==> config.mk <==
export PLATFORM = sky130hd
export DESIGN_NAME = rr_mux_arbiter
export DESIGN_NICKNAME = d
export VERILOG_FILES = /design/src/rtl/rr_mux_arbiter.sv
export SDC_FILE = /design/constraint.sdc
export NUM_CORES = 1
export LEC_CHECK = 0
export CAP_MARGIN = 20
export CORE_MARGIN = 3
export CORE_UTILIZATION = 39
export CTS_BUF_LIST = sky130_fd_sc_hd__clkbuf_8
export DETAILED_ROUTE_END_ITERATION = 12
export GPL_TIMING_DRIVEN = 1
export PLACE_DENSITY_LB_ADDON = 0.2
export SLEW_MARGIN = 20
export SYNTH_ARGS = -nofsm -noshare
export SYNTH_HDL_FRONTEND = slang
export SYNTH_SLANG_ARGS = --single-unit
==> constraint.sdc <==
create_clock -name clk -period 2.3 [get_ports clk]
set_input_delay 0.345 -clock clk [delete_from_list [all_inputs] [get_ports clk]]
set_output_delay 0.345 -clock clk [all_outputs]
set_load 0.02 [all_outputs]
==> src/rtl/rr_mux_arbiter.sv <==
// rr_mux_arbiter
// N-input arbitrated multiplexer with a single registered output stage.
// Each cycle one valid input channel is granted. The choice is either
// round-robin, searching upward from a rotating pointer, or fixed priority
// where the lowest index wins. The granted word and its channel index are
// captured into the output register.
//
// Parameters:
//   N  - number of input channels (2..16)
//   W  - data width per channel
//   RR - 1 = round-robin, 0 = fixed priority (lowest index wins)
//
// Ports:
//   clk       - clock, all state changes on rising edge
//   rst       - synchronous active-high reset
//   in_valid  - [N]   per-channel data valid
//   in_ready  - [N]   per-channel accept strobe (one-hot or zero)
//   in_data   - [N*W] channel i occupies bits [i*W+W-1 : i*W]
//   out_valid - output register holds a word
//   out_ready - downstream accepts the word
//   out_data  - [W]   registered selected word
//   out_chan  - [CW]  registered source channel index, CW = clog2(N)
module rr_mux_arbiter #(
  parameter int N  = 4,
  parameter int W  = 8,
  parameter int RR = 1
) (
  input  logic                 clk,
  input  logic                 rst,
  input  logic [N-1:0]         in_valid,
  output logic [N-1:0]         in_ready,
  input  logic [N*W-1:0]       in_data,
  output logic                 out_valid,
  input  logic                 out_ready,
  output logic [W-1:0]         out_data,
  output logic [$clog2(N)-1:0] out_chan
);

  localparam int CW = $clog2(N);

  logic [CW-1:0] ptr;
  logic [N-1:0]  grant;
  logic [CW-1:0] grant_idx;
  logic          found;
  logic          accept;

  // The output register can take a new word when it is empty or is being
  // drained in this same cycle, which allows one transfer per cycle.
  assign accept = !out_valid || out_ready;

  // Grant search. In round-robin mode the scan starts at ptr and wraps;
  // in fixed-priority mode it always starts at channel 0. The first valid
  // channel found wins, which keeps the grant one-hot.
  always_comb begin
    int idx;
    grant     = '0;
    grant_idx = '0;
    found     = 1'b0;
    idx       = 0;
    for (int k = 0; k < N; k++) begin
      idx = k + ((RR != 0) ? int'(ptr) : 0);
      if (idx >= N) idx = idx - N;
      if (!found && in_valid[idx]) begin
        found      = 1'b1;
        grant[idx] = 1'b1;
        grant_idx  = CW'(idx);
      end
    end
  end

  // in_ready is masked during reset so no upstream handshake completes
  // in a cycle whose state update will be discarded anyway.
  assign in_ready = (accept && !rst) ? grant : '0;

  // Output register and pointer. A grant with accept is exactly a transfer,
  // since in_ready mirrors the grant whenever accept is high.
  always_ff @(posedge clk) begin
    if (rst) begin
      out_valid <= 1'b0;
      out_data  <= '0;
      out_chan  <= '0;
      ptr       <= '0;
    end else if (accept) begin
      if (found) begin
        out_valid <= 1'b1;
        out_data  <= in_data[int'(grant_idx)*W +: W];
        out_chan  <= grant_idx;
        if (RR != 0) begin
          if (grant_idx == CW'(N-1))
            ptr <= '0;
          else
            ptr <= grant_idx + 1'b1;
        end
      end else begin
        out_valid <= 1'b0;
      end
    end
  end

endmodule
Word level (Yosys, flattened, before mapping)
Cells that the tools add are included.

Add/subtract/negate cells: 8. Order comparisons: 12. Equality and inequality tests: 1. Shift operators: 1. Muxes and demuxes: 39. Bitwise gates (word level): 3. Reduce and logical (&&, ||, !) cells: 15.

Operators with widths (count): >= comparator 32 x 1 -> 1 bit (second input constant) (4); less-than comparator 32 x 4 -> 1 bit (second input constant) (4); 2-to-1 mux 32 bit (4); variable part select 32 x 6 -> 8 bit (1); 2-to-1 mux 4 bit (5); 2-to-1 mux 1 bit (17); bitwise OR 4 bit (3); subtractor 3 x 3 -> 4 bit (second input constant) (3); 2-to-1 mux 2 bit (5); >= comparator 3 bit (second input constant) (3); binary-select mux 1 bit (select 2 bit) (4); demux 1 bit (select 2 bit) (4); logical AND 1 bit (8); adder 2 x 2 -> 3 bit (first input constant) (2); zero test 1 bit (5); subtractor 2 x 3 -> 4 bit (second input constant) (1); adder 1 x 2 -> 3 bit (first input constant) (1); >= comparator 2 x 3 -> 1 bit (second input constant) (1); adder 2 x 1 -> 2 bit (second input constant) (1); equality test 2 bit (second input constant) (1); AND reduction 2 bit (1); logical OR 1 bit (1).

Bits in registers: 13. Input bits: 39. Output and inout port bits: 15. Logic and storage cells: 83.

Longest topological paths before layout
Word-level depth: 17. Gate-level depth with buffers: 11. Mapped depth without buffers: 8.

Worst setup path after synthesis
Ideal clock, no wire load.

Kind: reg2out. Start point: register ptr[0]. End point: output port in_ready[0]. Data arrival time: 2242 ps. Required time: 1955 ps. Slack: -287 ps. Stages on the path, launching flop included: 10. Cells stage by stage: dfxtp_1 buf_6 inv_1 ha_1 mux4_2 nor2b_4 a22oi_1 nor2_1 a221oi_1 nor2_1.

Longest elaborated chain between the ends: 16.

Ends and longest elaborated chain: start, declared (line 41) `logic [CW-1:0] ptr;`; start signal, assigned (line 92) `ptr <= grant_idx + 1'b1;`; branches (longest 14 deep; another with >= comparator 32 x 1 -> 1 bit); 2-to-1 mux 4 bit (*) (line 63) `if (!found && in_valid[idx]) begin`; 2-to-1 mux 4 bit (*) (line 73) `assign in_ready = (accept && !rst) ? grant : '0;`; end, declared (line 31) `output logic [N-1:0] in_ready,`.

Every way passes the cells marked *. The select of a mux whose other input is x is not followed.

Worst setup path after layout
Start point: register ptr[0]. End point: output port in_ready[3].

Same word-level chain as after synthesis.

==> flow_metrics.env <==
export IMPL_outcome="finished, violations left"
export IMPL_violations="negative setup slack"
export IMPL_series_of_cell_instances_along_the_critical_path="inv_4, ha_4, mux4_2, nor2b_4, a22oi_2, nor2_1, a221oi_2, nor2_2, buf_4"
export IMPL_cp_arrival_ns=2.24
export IMPL_grt_first_pass_wirelength_um=6216
export IMPL_fraction_of_the_mapped_netlist_area_in_compound_gates=0.2747
export IMPL_synth_area_leader_cell="dfxtp_1"
export IMPL_worstSkewPairLatency_ns=0.24
export IMPL_irDropWorstVdd_uv=781.9
export IMPL_setup_tns_final_ns=-3.056
export IMPL_route_detailed_wl_per_inst_um=16.44
export IMPL_via_count=1382
export IMPL_ys_top_cells_by_count="mux2i_1 (17), dfxtp_1 (13), nor2_1 (13)"
export IMPL_final_critical_path_setup_slack_ns=-0.2852
export IMPL_synth_mux_area_frac=0.2032
export IMPL_numCtsBuffers=3
export IMPL_timing_rr_end="out_data[5]"
export IMPL_first_global_vias=1379
export IMPL_hpwl_um=2993
export IMPL_ant_nets=0
export IMPL_post_route_period_util=1.124
export IMPL_postLayoutCellArea_sq_um=2079
export IMPL_synth_nets=178
export IMPL_clk_transition_reported_paths_ns=0.05
export IMPL_die_height_um=61.21
export IMPL_synth_top_flop_cell="dfxtp_1"
export IMPL_num_antenna_cells=0
export IMPL_total_standard_cell_area_after_synthesis_sq_um=1189
export IMPL_synth_edf_count=0
export IMPL_gp_congestion=0.8105
export IMPL_total_congestion_overflow_after_global_routing=0
export IMPL_tritoncts="built"
export IMPL_synthDistinctLibCells=41
export IMPL_drt_wl_total_um=3996
export IMPL_final_min_period_ns=2.585
export IMPL_synth_seq_cells=13
export IMPL_firstDrtPassIters=4
export IMPL_number_of_vias_per_cell_after_detailed_routing=5.687
export IMPL_synth_async_sr_flop_share=0
export IMPL_drc=0
export IMPL_critical_path_startpoint_type="flip-flop"
export IMPL_cts_htree_levels=1
export IMPL_areaGrowthSynthToFinish_pct=74.95
export IMPL_p_per_area_nw_per_um2=1039
export IMPL_skew_ns=0.007040
export IMPL_ff_to_ff_setup_slack_ns=-0.25
export IMPL_crit_path_capture_type="primary output"
export IMPL_syn_inst=134
export IMPL_placed_area_sq_um=1898
export IMPL_holdCritStartpoint="out_chan[1]"
export IMPL_grt_max_degree=14
export IMPL_layout_nets=257
export IMPL_portion_of_the_post_synthesis_area_used_by_sequential_elements=0.2189
export IMPL_cts_num_sinks=13
export IMPL_worst_ep_required_time_ns=1.96
export IMPL_final_max_slew_violation_count=0
export IMPL_relative_slew_slack=0.5476
export IMPL_timing_hold_worst_endpoint="out_chan[1]"
export IMPL_slowest_stage="mux4_2"
export IMPL_numPortBuffers=53
export IMPL_synthSimpleGateAreaFrac=0.1495
export IMPL_worstHoldPathCells=2
export IMPL_critPathMaxStageDelay_ns=0.60
export IMPL_top_level_ports=54
export IMPL_drt_initial_drc_count=58
export IMPL_worst_path_max_fanout=6
export IMPL_r2r_worst_path_cells=11
export IMPL_timing_hold_worst_class="reg2reg"
export IMPL_synth_yosys_warnings=0
export IMPL_die_w_um=61.21
export IMPL_final_hold_viol_count=0
export IMPL_leakage_nw=0.8558
export IMPL_die_area_sq_um=3746
export IMPL_placement_rows=19
export IMPL_synth_top_cells_by_area="dfxtp_1 (22%), mux2i_1 (14%), a221oi_1 (7.4%), ha_1 (5.3%), nor2_1 (4.1%)"
export IMPL_grt_setup_unrepaired="true"
export IMPL_max_clock_freq_mhz=386.8
export IMPL_synthMostInstantiatedCell="mux2i_1"
export IMPL_synthXorXnorAreaFrac=0.007368
export IMPL_synth_top_cell_area_share=0.2189
export IMPL_synthAdderAreaFrac=0.05263
export IMPL_grt_util_all_layers=0.2184
export IMPL_layout_drive_gt1_share=0.3255
export IMPL_synth_top_family_by_area="compound AO/OA/AOI/OAI gates"
export IMPL_max_clock_path_buffers=2
export IMPL_core_area_sq_um=2829
export IMPL_r2r_start="ptr[0]"
export IMPL_final_setup_viol_count=15
export IMPL_ctsRootBufferMaster="clkbuf_8"
export IMPL_drv_max_cap_violation_count=0
export IMPL_start_util=0.4202
export IMPL_critical_path_class="reg2out"
export IMPL_syn_avg_cell_area_sq_um=8.870
export IMPL_grt_antenna_before_repair=0
export IMPL_tightest_slew_ns=0.6760
[critical path: cells and delay by family, from the launching register on]
family                   cells  cell delay, ns
AO/OA/AOI/OAI                2            0.14
adder cells (fa/ha/maj)      1            0.26
buffers and inverters        2            0.19
flip-flops                   1            0.36
multiplexers                 1            0.60
AND/OR/NAND/NOR              3            0.45
[layout make-up]
cell class	count	area (sq um)
multi-input cells	104	920.9
well taps	31	38.79
clock buffers	3	41.29
flip-flops and latches	13	265.3
repair buffers	84	780.7
fillers	212	749.5
inverters	7	28.78
clock inverters	1	3.754
[kinds of logic after synthesis]
kind of cell    count (synthesis)
simple gates                   34
buf+inv                        18
flops                          13
xor+xnor                        1
fa+ha+maj                       5
mux                            20
compound gates                 43
[sequential cells by signal, indices dropped and copies added, names as in the netlist]
name,count
out_chan,2
out_data,8
out_valid,1
ptr,2
[layout by cell type, fill, tap and decap left out, drive strengths merged, types with 5 or more instances in the layout]
cell type / n
clkdlybuf4s50: 46
mux2i: 17
inv: 8
ha: 5
nand2: 10
o21ai: 12
dfxtp: 13
a22oi: 5
a221oi: 12
buf: 35
a21oi: 5
nor2: 14
[metal layers]
metal	track usage	wire length [um]	vias to the layer above
met4	0.05263	43	0
met5	0	0	-
met3	0.04193	181	6
li1	-	-	668
met2	0.3943	2107	41
met1	0.2649	1664	667
[metrics by stage]
step	cells	setup slack, ns	total power (W)	hold WS, ns	utilization
global route	243	-0.3856	0.002298	0.4842	0.7351
CTS	241	-0.2508	0.002063	0.4608	0.7183
detailed placement	231	-0.7563	0.001718	0.4484	0.6709
finish	243	-0.2852	0.002160	0.4559	0.7351
global placement	231	-0.6734	0.001669	0.4465	0.6709
floorplan	134	-0.06330	0.001266	0.4067	-
[repair_timing]
action / CTS / global route
setup endpoints to repair: 13 / 15
cloned: 1 / 0
hold buffers: 0 / 0
setup buffers: 5 / 3
pin swaps: 3 / 5
gates resized for setup: 36 / 9
[worst max path at each step]
stage,from,endpoint,slack [ns],cells after the start
after floorplan,ptr[0],out_data[5],-0.06,10
after global placement,in_valid[0],in_ready[1],-0.67,8
after detailed placement,in_valid[0],in_ready[3],-0.76,8
after CTS,ptr[0],in_ready[2],-0.25,9
after global routing,ptr[0],in_ready[2],-0.39,9
final,ptr[0],in_ready[3],-0.29,9
[where the power goes]
| group | switching [W] | total, W | internal, W |
|---|---|---|---|
| Clock | 0.0000794 | 0.000197 | 0.000118 |
| Combinational | 0.000801 | 0.00162 | 0.000815 |
| Sequential | 0.0000396 | 0.000347 | 0.000307 |
| Total | 0.000920 | 0.00216 | 0.00124 |
Power figures use the tool's default switching activity.
